**config.mk**
```make
export PLATFORM = sky130hd
export DESIGN_NAME = m65c02a_intc
export DESIGN_NICKNAME = d
export VERILOG_FILES = /design/src/rtl/m65c02a_intc.sv
export SDC_FILE = /design/constraint.sdc
export NUM_CORES = 1
export LEC_CHECK = 0
export BUFFER_PORTS_ARGS = -buffer_cell sky130_fd_sc_hd__buf_2
export CORE_MARGIN = 10
export CORE_UTILIZATION = 35
export DETAILED_ROUTE_END_ITERATION = 7
export PLACE_DENSITY = 0.54
export SLEW_MARGIN = 20
export SYNTH_ARGS = -nofsm -noshare
export SYNTH_HDL_FRONTEND = slang
export SYNTH_SLANG_ARGS = --single-unit
```
**constraint.sdc**
```tcl
create_clock -name Clk -period 1.5 [get_ports Clk]
set_input_delay 0.15 -clock Clk [delete_from_list [all_inputs] [get_ports Clk]]
set_output_delay 0.15 -clock Clk [all_outputs]
set_load 0.01 [all_outputs]
```
**src/rtl/m65c02a_intc.sv**
```systemverilog
// m65c02a_intc
//   Eight-input interrupt controller that sits upstream of the M65C02A core's
//   nIRQ input. Each request is synchronised, captured as level or rising-edge,
//   masked, and then reduced to one registered active-low nIRQ. A
//   priority-encoded source index lets the ISR dispatch without polling.
//
// Ports
//   Clk      system clock, single domain
//   Rst      synchronous reset, active-high
//   Sel      register window select from the address decoder
//   WE, RE   write / read strobes, each qualified by Sel
//   Addr     register offset (0 PEND, 1 ENA, 2 MODE, 3 SWSET, 4 IDX, 5 ACTIVE)
//   DI       write data from the core
//   DO       registered read data, valid the cycle after a read strobe
//   IRQ_In   asynchronous requests, active-high, bit 0 has highest priority
//   nIRQ     registered interrupt request to the core, active-low
//   IRQ_Idx  lowest set index of the active vector, 0 when none is active
module m65c02a_intc #(
    parameter int N_SRC = 8
) (
    input  logic                     Clk,
    input  logic                     Rst,
    input  logic                     Sel,
    input  logic                     WE,
    input  logic                     RE,
    input  logic [2:0]               Addr,
    input  logic [7:0]               DI,
    output logic [7:0]               DO,
    input  logic [N_SRC-1:0]         IRQ_In,
    output logic                     nIRQ,
    output logic [$clog2(N_SRC)-1:0] IRQ_Idx
);

    localparam int IDX_W = $clog2(N_SRC);

    localparam logic [2:0] A_PEND   = 3'd0;
    localparam logic [2:0] A_ENA    = 3'd1;
    localparam logic [2:0] A_MODE   = 3'd2;
    localparam logic [2:0] A_SWSET  = 3'd3;
    localparam logic [2:0] A_IDX    = 3'd4;
    localparam logic [2:0] A_ACTIVE = 3'd5;

    logic [N_SRC-1:0] sync1;
    logic [N_SRC-1:0] sync2;
    logic [N_SRC-1:0] prev;
    logic [N_SRC-1:0] pend;
    logic [N_SRC-1:0] ena;
    logic [N_SRC-1:0] mode;

    logic             wr_en;
    logic             rd_en;
    logic [N_SRC-1:0] pend_clr;
    logic [N_SRC-1:0] sw_set;
    logic [N_SRC-1:0] edge_set;
    logic [N_SRC-1:0] pend_next;
    logic [N_SRC-1:0] act;
    logic             any_act;
    logic [7:0]       rd_data;

    // Lowest set bit wins; scanning downward lets the lowest index overwrite.
    function automatic logic [IDX_W-1:0] prio_enc(input logic [N_SRC-1:0] v);
        logic [IDX_W-1:0] r;
        r = '0;
        for (int i = N_SRC - 1; i >= 0; i--) begin
            if (v[i]) begin
                r = IDX_W'(i);
            end
        end
        return r;
    endfunction

    always_comb begin
        wr_en    = Sel & WE;
        rd_en    = Sel & RE;
        pend_clr = (wr_en && (Addr == A_PEND))  ? DI : '0;
        sw_set   = (wr_en && (Addr == A_SWSET)) ? DI : '0;
        edge_set = (sync2 & ~prev) | sw_set;

        // The mode in force before this edge decides the update, so a switch
        // to level loads sync2 one cycle later and a switch to edge keeps
        // whatever was captured. Set is OR-ed after the clear so it wins.
        pend_next = (mode & (edge_set | (pend & ~pend_clr))) | (~mode & sync2);

        act     = pend & ena;
        any_act = |act;
        IRQ_Idx = prio_enc(act);

        case (Addr)
            A_PEND:   rd_data = pend;
            A_ENA:    rd_data = ena;
            A_MODE:   rd_data = mode;
            A_IDX:    rd_data = {any_act, 4'b0000, IRQ_Idx};
            A_ACTIVE: rd_data = act;
            default:  rd_data = 8'h00;
        endcase
    end

    always_ff @(posedge Clk) begin
        if (Rst) begin
            sync1 <= '0;
            sync2 <= '0;
            prev  <= '0;
            pend  <= '0;
            ena   <= '0;
            mode  <= '0;
            DO    <= 8'h00;
            nIRQ  <= 1'b1;
        end else begin
            // synchroniser -> edge history -> pending
            sync1 <= IRQ_In;
            sync2 <= sync1;
            prev  <= sync2;
            pend  <= pend_next;

            if (wr_en) begin
                case (Addr)
                    A_ENA:   ena  <= DI;
                    A_MODE:  mode <= DI;
                    default: ;
                endcase
            end

            // rd_data is built from pre-edge state, so a combined write+read
            // returns the old contents.
            if (rd_en) begin
                DO <= rd_data;
            end

            nIRQ <= ~any_act;
        end
    end

endmodule
```
==> qor.yml, run 1 <==
max-cap-violations: 0
async_reset_ff_share_pct: 0
remaining_drc_errors: 0
grt_use_total_pct: 11.7
dieArea_um2: 10600
viasPerCell: 5.17
path_class: "flop to primary output"
antenna_left: 0
pwr-share-seq_pct: 50.3
pwr-share-comb_pct: 6.9
synth.avg_cell_area_um2: 9.45
ys_seq_elements: 57
drt_wl_total_mm: 5.79
hold_class: "input pin to flop"
cts_buffer_depth: 2
io_buffers: 35
synth_edf_count: 0
fmax_ghz: 0.666
violations: "negative setup slack"
drt_iter0_drc: 77
synth_compound_area_share_pct: 22.6
num_antenna_cells: 0
cts.hold.buffers_added: 0
status: "complete, but fails checks"
rows: 30
cts_sinks: 57
first_pass_iters: 4
tightest_slew_ns: 0.391
synth_fp_nets: 280
sw_frac_of_total_pct: 23.7
synthDistinctLibCells: 38
path_buf_inv: 2
synth_ff_type: "dfxtp_1"
grt_pass1_wl_mm: 9.66
critical-path-slowest-cell: "dfxtp_4"
path_clk_slew_ns: 0.07
drive_above_1_share_pct: 32.8
yosysWarnings: 0
start_util_pct: 35.8
p_total_mw: 3.12
finClkSkew_ns: 0.00943
crit_path_end_kind: "primary output"
path_max_fanout: 5
cp_top_family: "compound AO/OA/AOI/OAI gates"
final.period_utilization_pct: 100
finalNetCount: 330
grt_antenna_before_repair: 0
finalSetupViolCount: 1
power_switching_uw: 742
hold_violations: 0
crit_required_ns: 1.35
grt-ovfl-total: 0
grt_max_degree: 47
synth-simple-area-share_pct: 23.3
synth_top_family_by_area: "simple AND/OR/NAND/NOR gates"
power_leakage_nw: 1.31
cpPeakStageDelay_ns: 0.37
vias: 2020
finalInstanceArea_um2: 3040
synth.area.mux_share_pct: 3.31
die_h_um: 103
p_int_mw: 2.38
core_um2: 6760
fin_crit_ns: 1.50
dpl.hpwl_mm: 4.10
place.gp.congestion: 0.793
pin_count: 36
cts_buffers: 9
die_w_um: 103
htree_levels: 3
dpl_cell_area_um2: 2710
p_per_area_nw_per_um2: 1030
slew_headroom_pct: 73.9
fin_ws_ns: -0.000717
final_common_cell: "dfxtp_1"
final_cell_mix: "dfxtp_1 (42), buf_2 (34), nand2_1 (33), nor2b_1 (25), buf_4 (17)"
grt_pass1_vias: 2009
post-route-util_pct: 45.1
insertion_delay_ns: 0.34
syn_area_um2: 2420
synthCells: 256
cts_tree: "built"
path_cells: "nand2_1 > a32o_2 > a21oi_2 > inv_1 > buf_6"
p_clk_share_pct: 42.8
nFillCells: 662
cp.arrival_ns: 1.35
area_growth_pct: 25.9
dp_slack_ns: 0.123
worstSetupStartpointType: "flop"
final_max_slew_viol_count: 0
synthAdderAreaFrac_pct: 0
vdd_ir_drop_max_v: 0.000666
wire_per_inst_um: 14.8
yosysSeqAreaShare_pct: 47.2
setup-tns-final_ns: -0.000717
synthXorXnorAreaFrac_pct: 0
rsz0062_at_grt: "true"
root_buffer: "clkbuf_8"
[cell usage after synthesis (6+ instances only)]
cell type	number	share of area, %
a32oi_1	7	2.5
o21ai_0	11	2.3
a21oi_1	12	2.5
nand2_1	33	5.1
a22o_1	7	2.5
nor2_1	9	1.4
a211o_1	8	2.9
clkbuf_1	6	0.93
nor2b_1	25	6.5
a211oi_1	9	2.8
dfxtp_1	57	47
mux2i_1	8	3.3
and3_1	8	2.1
nand2b_1	11	2.8
[worst reg2reg max path, cell delays in order (launching register included)]
cell and delay [ns]:
dfxtp_4 0.36, a22o_1 0.22, a211oi_2 0.24, buf_4 0.15, buf_4 0.09, nand2_1 0.04, a31oi_1 0.14
[final cells by class]
type | count | area, µm² | share of cell area (%)
clock buffer | 13 | 169 | 5.55
clock inverter | 3 | 23.8 | 0.781
inverter | 2 | 7.51 | 0.247
multi-input combinational | 183 | 1240 | 40.7
sequential | 57 | 1170 | 38.6
tap | 80 | 100 | 3.29
timing repair buffer | 53 | 329 | 10.8
[per-stage QoR]
stage               hold WS [ns]  cells
floorplan                  0.278    256
detailed placement         0.362    368
global placement           0.356    368
CTS                      0.00338    390
finish                    0.0182    391
global route              0.0131    391
[state kept, by name, summed over array words and instances, names as in the netlist]
register  count
ena           8
prev          8
pend          8
sync2         8
mode          8
nIRQ          1
sync1         8
DO            8
[power by group through the flow]
stage	Combinational (mW)	Clock (mW)	Sequential, mW
floorplan	0.125	0	1.61
global placement	0.211	0	1.61
detailed placement	0.212	0	1.61
CTS	0.216	1.38	1.57
global route	0.242	1.45	1.58
finish	0.215	1.34	1.57
[cells by family (layout without fill, tap and decap cells)]
logic type | after synthesis | count (layout)
AO/OA/AOI/OAI | 74 | 74
buffers and inverters | 16 | 71
flip-flops | 57 | 57
multiplexers | 8 | 8
AND/OR/NAND/NOR | 101 | 101
[layer usage]
metal	vias up	share of wire [%]	GRT usage, %
met5	-	0	0
met1	928	48	13.8
li1	1026	-	-
met2	60	45	18.4
met4	0	1.2	5.35
met3	6	6.6	4.69
[final timing paths]
path,from,to,slack [ns],cells after the start
setup / recovery,pend[6],IRQ_Idx[0],-0.0007,5
hold / removal,IRQ_In[2],sync1[2],0.02,2
hold reg to reg,sync1[7],sync2[7],0.44,1
setup reg to reg,pend[3],DO[2],0.20,6
[repair_timing]
action,in CTS,in global routing
buffers inserted,6,2
resized for setup,19,13
endpoints found under the setup margin,3,4
cloned,0,0
pin swaps,8,4
No activity file was read; power rests on OpenSTA's default activity.
==> inputs of run 2 (changes only) <==
==> constraint.sdc (replaced) <==
create_clock -name Clk -period 1.86 [get_ports Clk]
set_input_delay 0.186 -clock Clk [delete_from_list [all_inputs] [get_ports Clk]]
set_output_delay 0.186 -clock Clk [all_outputs]
set_load 0.01 [all_outputs]
==> qor.yml, run 2 (synthesized netlist as in run 1, its figures left out) <==
cts.hold.buffers_added: 0  # unchanged
cts_tree: "built"
grt_pass1_vias: 1820  # -9.4%
multiInputGateArea_um2: 1190  # -3.7%
cpPeakStageDelay_ns: 0.46  # +0.09 ns
insertion_delay_ns: 0.33  # about the same
grt_max_degree: 23  # -51%
hold_violations: 0  # unchanged
status: "finished clean"
vias: 1945  # -3.7%
pin_count: 36  # unchanged
antenna_left: 0  # unchanged
worstSetupStartpointType: "flop"
final_cell_mix: "dfxtp_1 (57), buf_2 (35), nand2_1 (33), nor2b_1 (25)"
grt_antenna_before_repair: 0  # unchanged
dpl.hpwl_mm: 4.22  # +2.8%
p_int_mw: 2.07  # -13%
reg2regPathDepth: 4  # -2
finalNetCount: 316  # -4.2%
start_util_pct: 35.8  # unchanged
regArea_um2: 1140  # -2.9%
final_max_slew_viol_count: 0  # unchanged
die_h_um: 103  # unchanged
nFillCells: 666  # +0.60%
tightest_slew_ns: 0.557  # +0.166 ns
root_buffer: "clkbuf_8"
startpoint: "pend[0]"
place.gp.congestion: 0.782  # -1.4%
r2r_start: "pend[0]"
path_class: "flop to primary output"
max-cap-violations: 0  # unchanged
power_switching_uw: 610  # -18%
power_leakage_nw: 1.22  # -7.0%
path_max_fanout: 6  # +1
rsz0062_at_grt: "false"
drt_iter0_drc: 114  # +48%
min-delay-start: "IRQ_In[3]"
holdWs_ns: 0.0537  # +0.0355 ns
wire_per_inst_um: 15.2  # +2.7%
fin_crit_ns: 1.66
num_antenna_cells: 0  # unchanged
critical-path-slowest-cell: "dfxtp_1"
die_w_um: 103  # unchanged
crit_path_end_kind: "primary output"
final.period_utilization_pct: 89.1
pwr-share-seq_pct: 47.4  # -2.9 points
grt-ovfl-total: 0  # unchanged
path_clk_slew_ns: 0.07  # about the same
crit_required_ns: 1.67  # +0.32 ns
hold_class: "input pin to flop"
vdd_ir_drop_max_v: 0.000557  # -16%
grt_use_total_pct: 11.4  # -0.30 points
final_common_cell: "dfxtp_1"
cp.arrival_ns: 1.47  # +0.12 ns
drive_above_1_share_pct: 22.2  # -11 points
finClkSkew_ns: 0.00711  # -0.00232 ns
htree_levels: 3  # unchanged
finalSetupViolCount: 0  # -1
sw_frac_of_total_pct: 22.8  # -0.99 points
io_buffers: 35  # unchanged
holdPathStages: 2  # unchanged
area_growth_pct: 18.5
first_pass_iters: 6  # +2
p_clk_share_pct: 46.7  # +3.9 points
setup-tns-final_ns: 0  # +0.000717 ns
pwr-share-comb_pct: 5.9  # -1.0 points
dieArea_um2: 10600  # unchanged
cts_sinks: 57  # unchanged
cts_buffer_depth: 2  # unchanged
viasPerCell: 5.16  # -0.14%
slew_headroom_pct: 62.7  # -11 points
cts_buffers: 9  # unchanged
core_um2: 6760  # unchanged
p_per_area_nw_per_um2: 936  # -8.8%
grt_pass1_wl_mm: 9.36  # -3.1%
rows: 30  # unchanged
path_cells: "a22o_1 > o22ai_1 > a21oi_2 > inv_1 > buf_2"
drt_wl_total_mm: 5.74  # -0.93%
remaining_drc_errors: 0  # unchanged
fmax_ghz: 0.604
## run 2: per-layer routing
metal,routed length [µm],GRT usage [%],up-vias
li1,-,-,992
met1,2750,13.8,894
met2,2520,17.5,52
met3,372,5.63,7
met4,97,3.42,0
met5,0,0,-
## run 2: metrics by stage
step / util (%) / total power [mW] / instances / setup slack [ns] / cell area (µm²)
final: 42.4 / 2.68 / 377 / 0.203 / 2870
after global routing: 42.4 / 2.79 / 377 / 0.0791 / 2870
after CTS: 42.4 / 2.71 / 377 / 0.106 / 2860
after detailed placement: 39.1 / 1.46 / 361 / 0.308 / 2640
after global placement: 39.1 / 1.46 / 361 / 0.331 / 2640
after floorplan: - / 1.40 / 256 / 0.574 / 2420
## run 2: critical path, delay by kind of cell (launching register included)
kind | cells | cell delay, ns
flip-flops | 1 | 0.46
AO/OA/AOI/OAI | 3 | 0.49
buffers and inverters | 2 | 0.19
## run 2: cell type report
type,count,share of cell area [%]
Sequential cell,57,39.8
Multi-Input combinational cell,183,41.7
Timing Repair Buffer,39,7.16
Inverter,2,0.262
Tap cell,80,3.49
Clock inverter,7,3.28
Clock buffer,9,4.32
## run 2: final timing paths
| check | endpoint | slack, ns |
|---|---|---|
| worst min register to register | sync2[2] | 0.44 |
| worst max-delay path | IRQ_Idx[0] | 0.20 |
| worst max register to register | DO[2] | 0.61 |
| worst min-delay path | sync1[3] | 0.05 |
## run 2: power groups by stage
stage                     combinational, mW  clock (mW)  sequential (mW)
after floorplan                       0.101           0             1.30
after global routing                  0.177        1.34             1.28
final                                 0.158        1.25             1.27
after detailed placement              0.160           0             1.30
after global placement                0.158           0             1.30
after CTS                             0.160        1.28             1.27
## run 2: timing repair
action	CTS	global route
endpoints found under the setup margin	0	1
buffers inserted	0	0
gates resized for setup	0	1
==> inputs of run 3 (changes only) <==
--- a/config.mk
+++ b/config.mk
@@ -9,7 +9,7 @@
 export CORE_MARGIN = 10
 export CORE_UTILIZATION = 35
 export DETAILED_ROUTE_END_ITERATION = 7
-export PLACE_DENSITY = 0.54
+export PLACE_DENSITY = 0.56
 export SLEW_MARGIN = 20
 export SYNTH_ARGS = -nofsm -noshare
 export SYNTH_HDL_FRONTEND = slang
==> constraint.sdc (replaced) <==
create_clock -name Clk -period 1.42 [get_ports Clk]
set_input_delay 0.142 -clock Clk [delete_from_list [all_inputs] [get_ports Clk]]
set_output_delay 0.142 -clock Clk [all_outputs]
set_load 0.01 [all_outputs]
==> qor.yml, run 3 (synthesized netlist as in run 1, its figures left out) <==
grt_max_degree: 29  # +26%
grt_pass1_vias: 2003  # +10%
path_clk_slew_ns: 0.07  # about the same
finClkSkew_ns: 0.0106  # +0.00351 ns
antenna_left: 0  # unchanged
status: "complete, but fails checks"
setup-tns-final_ns: -0.209  # -0.209 ns
cts_buffer_depth: 2  # unchanged
cp_top_family: "compound AO/OA/AOI/OAI gates"
cp.arrival_ns: 1.37  # -0.10 ns
start_util_pct: 35.8  # unchanged
path_cells: "a22o_1 > a21oi_2 > a21oi_2 > inv_1 > buf_6"
max-cap-violations: 0  # unchanged
r2r_end: "DO[0]"
area_growth_pct: 29.3
cpPeakStageDelay_ns: 0.36  # -0.10 ns
worstSetupStartpointType: "flop"
die_h_um: 103  # unchanged
path_max_fanout: 5  # -1
startpoint: "ena[0]"
path_buf_inv: 2  # unchanged
finalSetupViolCount: 3  # +3
power_leakage_nw: 1.35  # +11%
grt_antenna_before_repair: 0  # unchanged
post-route-util_pct: 46.3  # +3.9 points
drive_above_1_share_pct: 32.5  # +10 points
core_um2: 6760  # unchanged
die_w_um: 103  # unchanged
fin_ws_ns: -0.0873  # -0.290 ns
final_cells: 403  # +6.9%
dp_slack_ns: 0.0210  # -0.287 ns
post-place-cells: 377  # +4.4%
fmax_ghz: 0.663
grt-ovfl-total: 0  # unchanged
viasPerCell: 5.09  # -1.3%
grt_use_total_pct: 12.1  # +0.67 points
min-delay-start: "IRQ_In[0]"
pin_count: 36  # unchanged
r2r_start: "ena[0]"
slew_headroom_pct: 77.2  # +15 points
final_max_slew_viol_count: 0  # unchanged
final.period_utilization_pct: 106
htree_levels: 3  # unchanged
p_per_area_nw_per_um2: 1110  # +18%
hold_violations: 0  # unchanged
worstHoldEndpoint: "sync1[0]"
reg2regPathDepth: 6  # +2
cts_tree: "built"
wire_per_inst_um: 15.0  # -1.7%
violations: "negative setup slack"
rsz0062_at_grt: "true"
dpl.hpwl_mm: 4.32  # +2.4%
remaining_drc_errors: 0  # unchanged
drt_iter0_drc: 146  # +28%
hold_class: "input pin to flop"
num_antenna_cells: 0  # unchanged
ff2ff_setup_slack_ns: 0.11  # -0.50 ns
path_class: "flop to primary output"
vias: 2052  # +5.5%
crit_required_ns: 1.28  # -0.39 ns
final_cell_mix: "dfxtp_1 (45), buf_2 (34), nand2_1 (32), buf_4 (26), nor2b_1 (25)"
dieArea_um2: 10600  # unchanged
holdPathStages: 2  # unchanged
nFillCells: 657  # -1.4%
fin_crit_ns: 1.51
cts_sinks: 57  # unchanged
rows: 30  # unchanged
insertion_delay_ns: 0.35  # +0.02 ns
place.gp.congestion: 0.855  # +9.3%
critical-path-slowest-cell: "dfxtp_4"
tightest_slew_ns: 0.340  # -0.216 ns
crit_top_cell: "a21oi_2"
holdWs_ns: 0.0100  # -0.0437 ns
grt_pass1_wl_mm: 9.85  # +5.3%
vdd_ir_drop_max_v: 0.000713  # +28%
first_pass_iters: 4  # -2
crit_path_end_kind: "primary output"
cts_buffers: 9  # unchanged
finalNetCount: 343  # +8.5%
drt_wl_total_mm: 6.03  # +5.0%
final_common_cell: "dfxtp_1"
io_buffers: 35  # unchanged
cp_num_cells: 5  # unchanged
root_buffer: "clkbuf_8"
## run 3: changes by cell type in the layout (fill, tap and decap cells not counted), sizes merged
cell	change
buf	+22
dlygate4sd3	+5
clkbuf	+4
clkinv	-2
bufinv	-1
clkinvlp	-1
inv	-1
## run 3: worst max-delay path by stage
stage | to | slack (ns)
after CTS | IRQ_Idx[0] | -0.08
after global routing | IRQ_Idx[0] | -0.13
final | IRQ_Idx[0] | -0.09
after floorplan | DO[2] | 0.13
after detailed placement | pend[4] | 0.02
after global placement | pend[6] | 0.03
## run 3: stage by stage
stage	power (mW)	area, µm²
3_3_place_gp	1.93	2760
3_5_place_dp	1.93	2760
4_1_cts	3.50	3110
5_1_grt	3.59	3130
2_1_floorplan	1.83	2420
6_report	3.46	3130
## run 3: layout make-up
class	count	area, µm²	area share (%)
Multi-Input combinational cell	183	1230	39.3
Sequential cell	57	1170	37.3
Timing Repair Buffer	66	427	13.6
Clock buffer	13	159	5.08
Tap cell	80	100	3.20
Clock inverter	2	37.5	1.20
Inverter	2	7.51	0.240
## run 3: metal layers
layer  track usage, %  wire length [µm]  vias to the layer above
li1                 -                 -                     1044
met2             17.8              2580                       64
met3             3.49               444                       12
met5                0                 0                        -
met1             15.1              2870                      932
met4             7.81               138                        0
## run 3: what timing repair did
item                                    in CTS  in global routing
endpoints found under the setup margin       3                  3
hold buffers                                 5                  0
gates cloned                                 0                  0
setup buffers                                5                  1
resized for setup                           23                  3
pin swaps                                    6                  2
hold endpoints to repair                     5                  0
## run 3: worst register-to-register path: cells and delay by family, from the launching register on
kind	cells	cell delay [ns]
compound gates	4	0.63
buf+inv	2	0.25
flops	1	0.36
## run 3: power breakdown
part / switching (mW) / leakage [nW] / internal (mW) / total, mW
clock network: 0.657 / 0.0957 / 0.898 / 1.56
registers: 0.0216 / 0.472 / 1.64 / 1.66
logic: 0.132 / 0.787 / 0.115 / 0.247
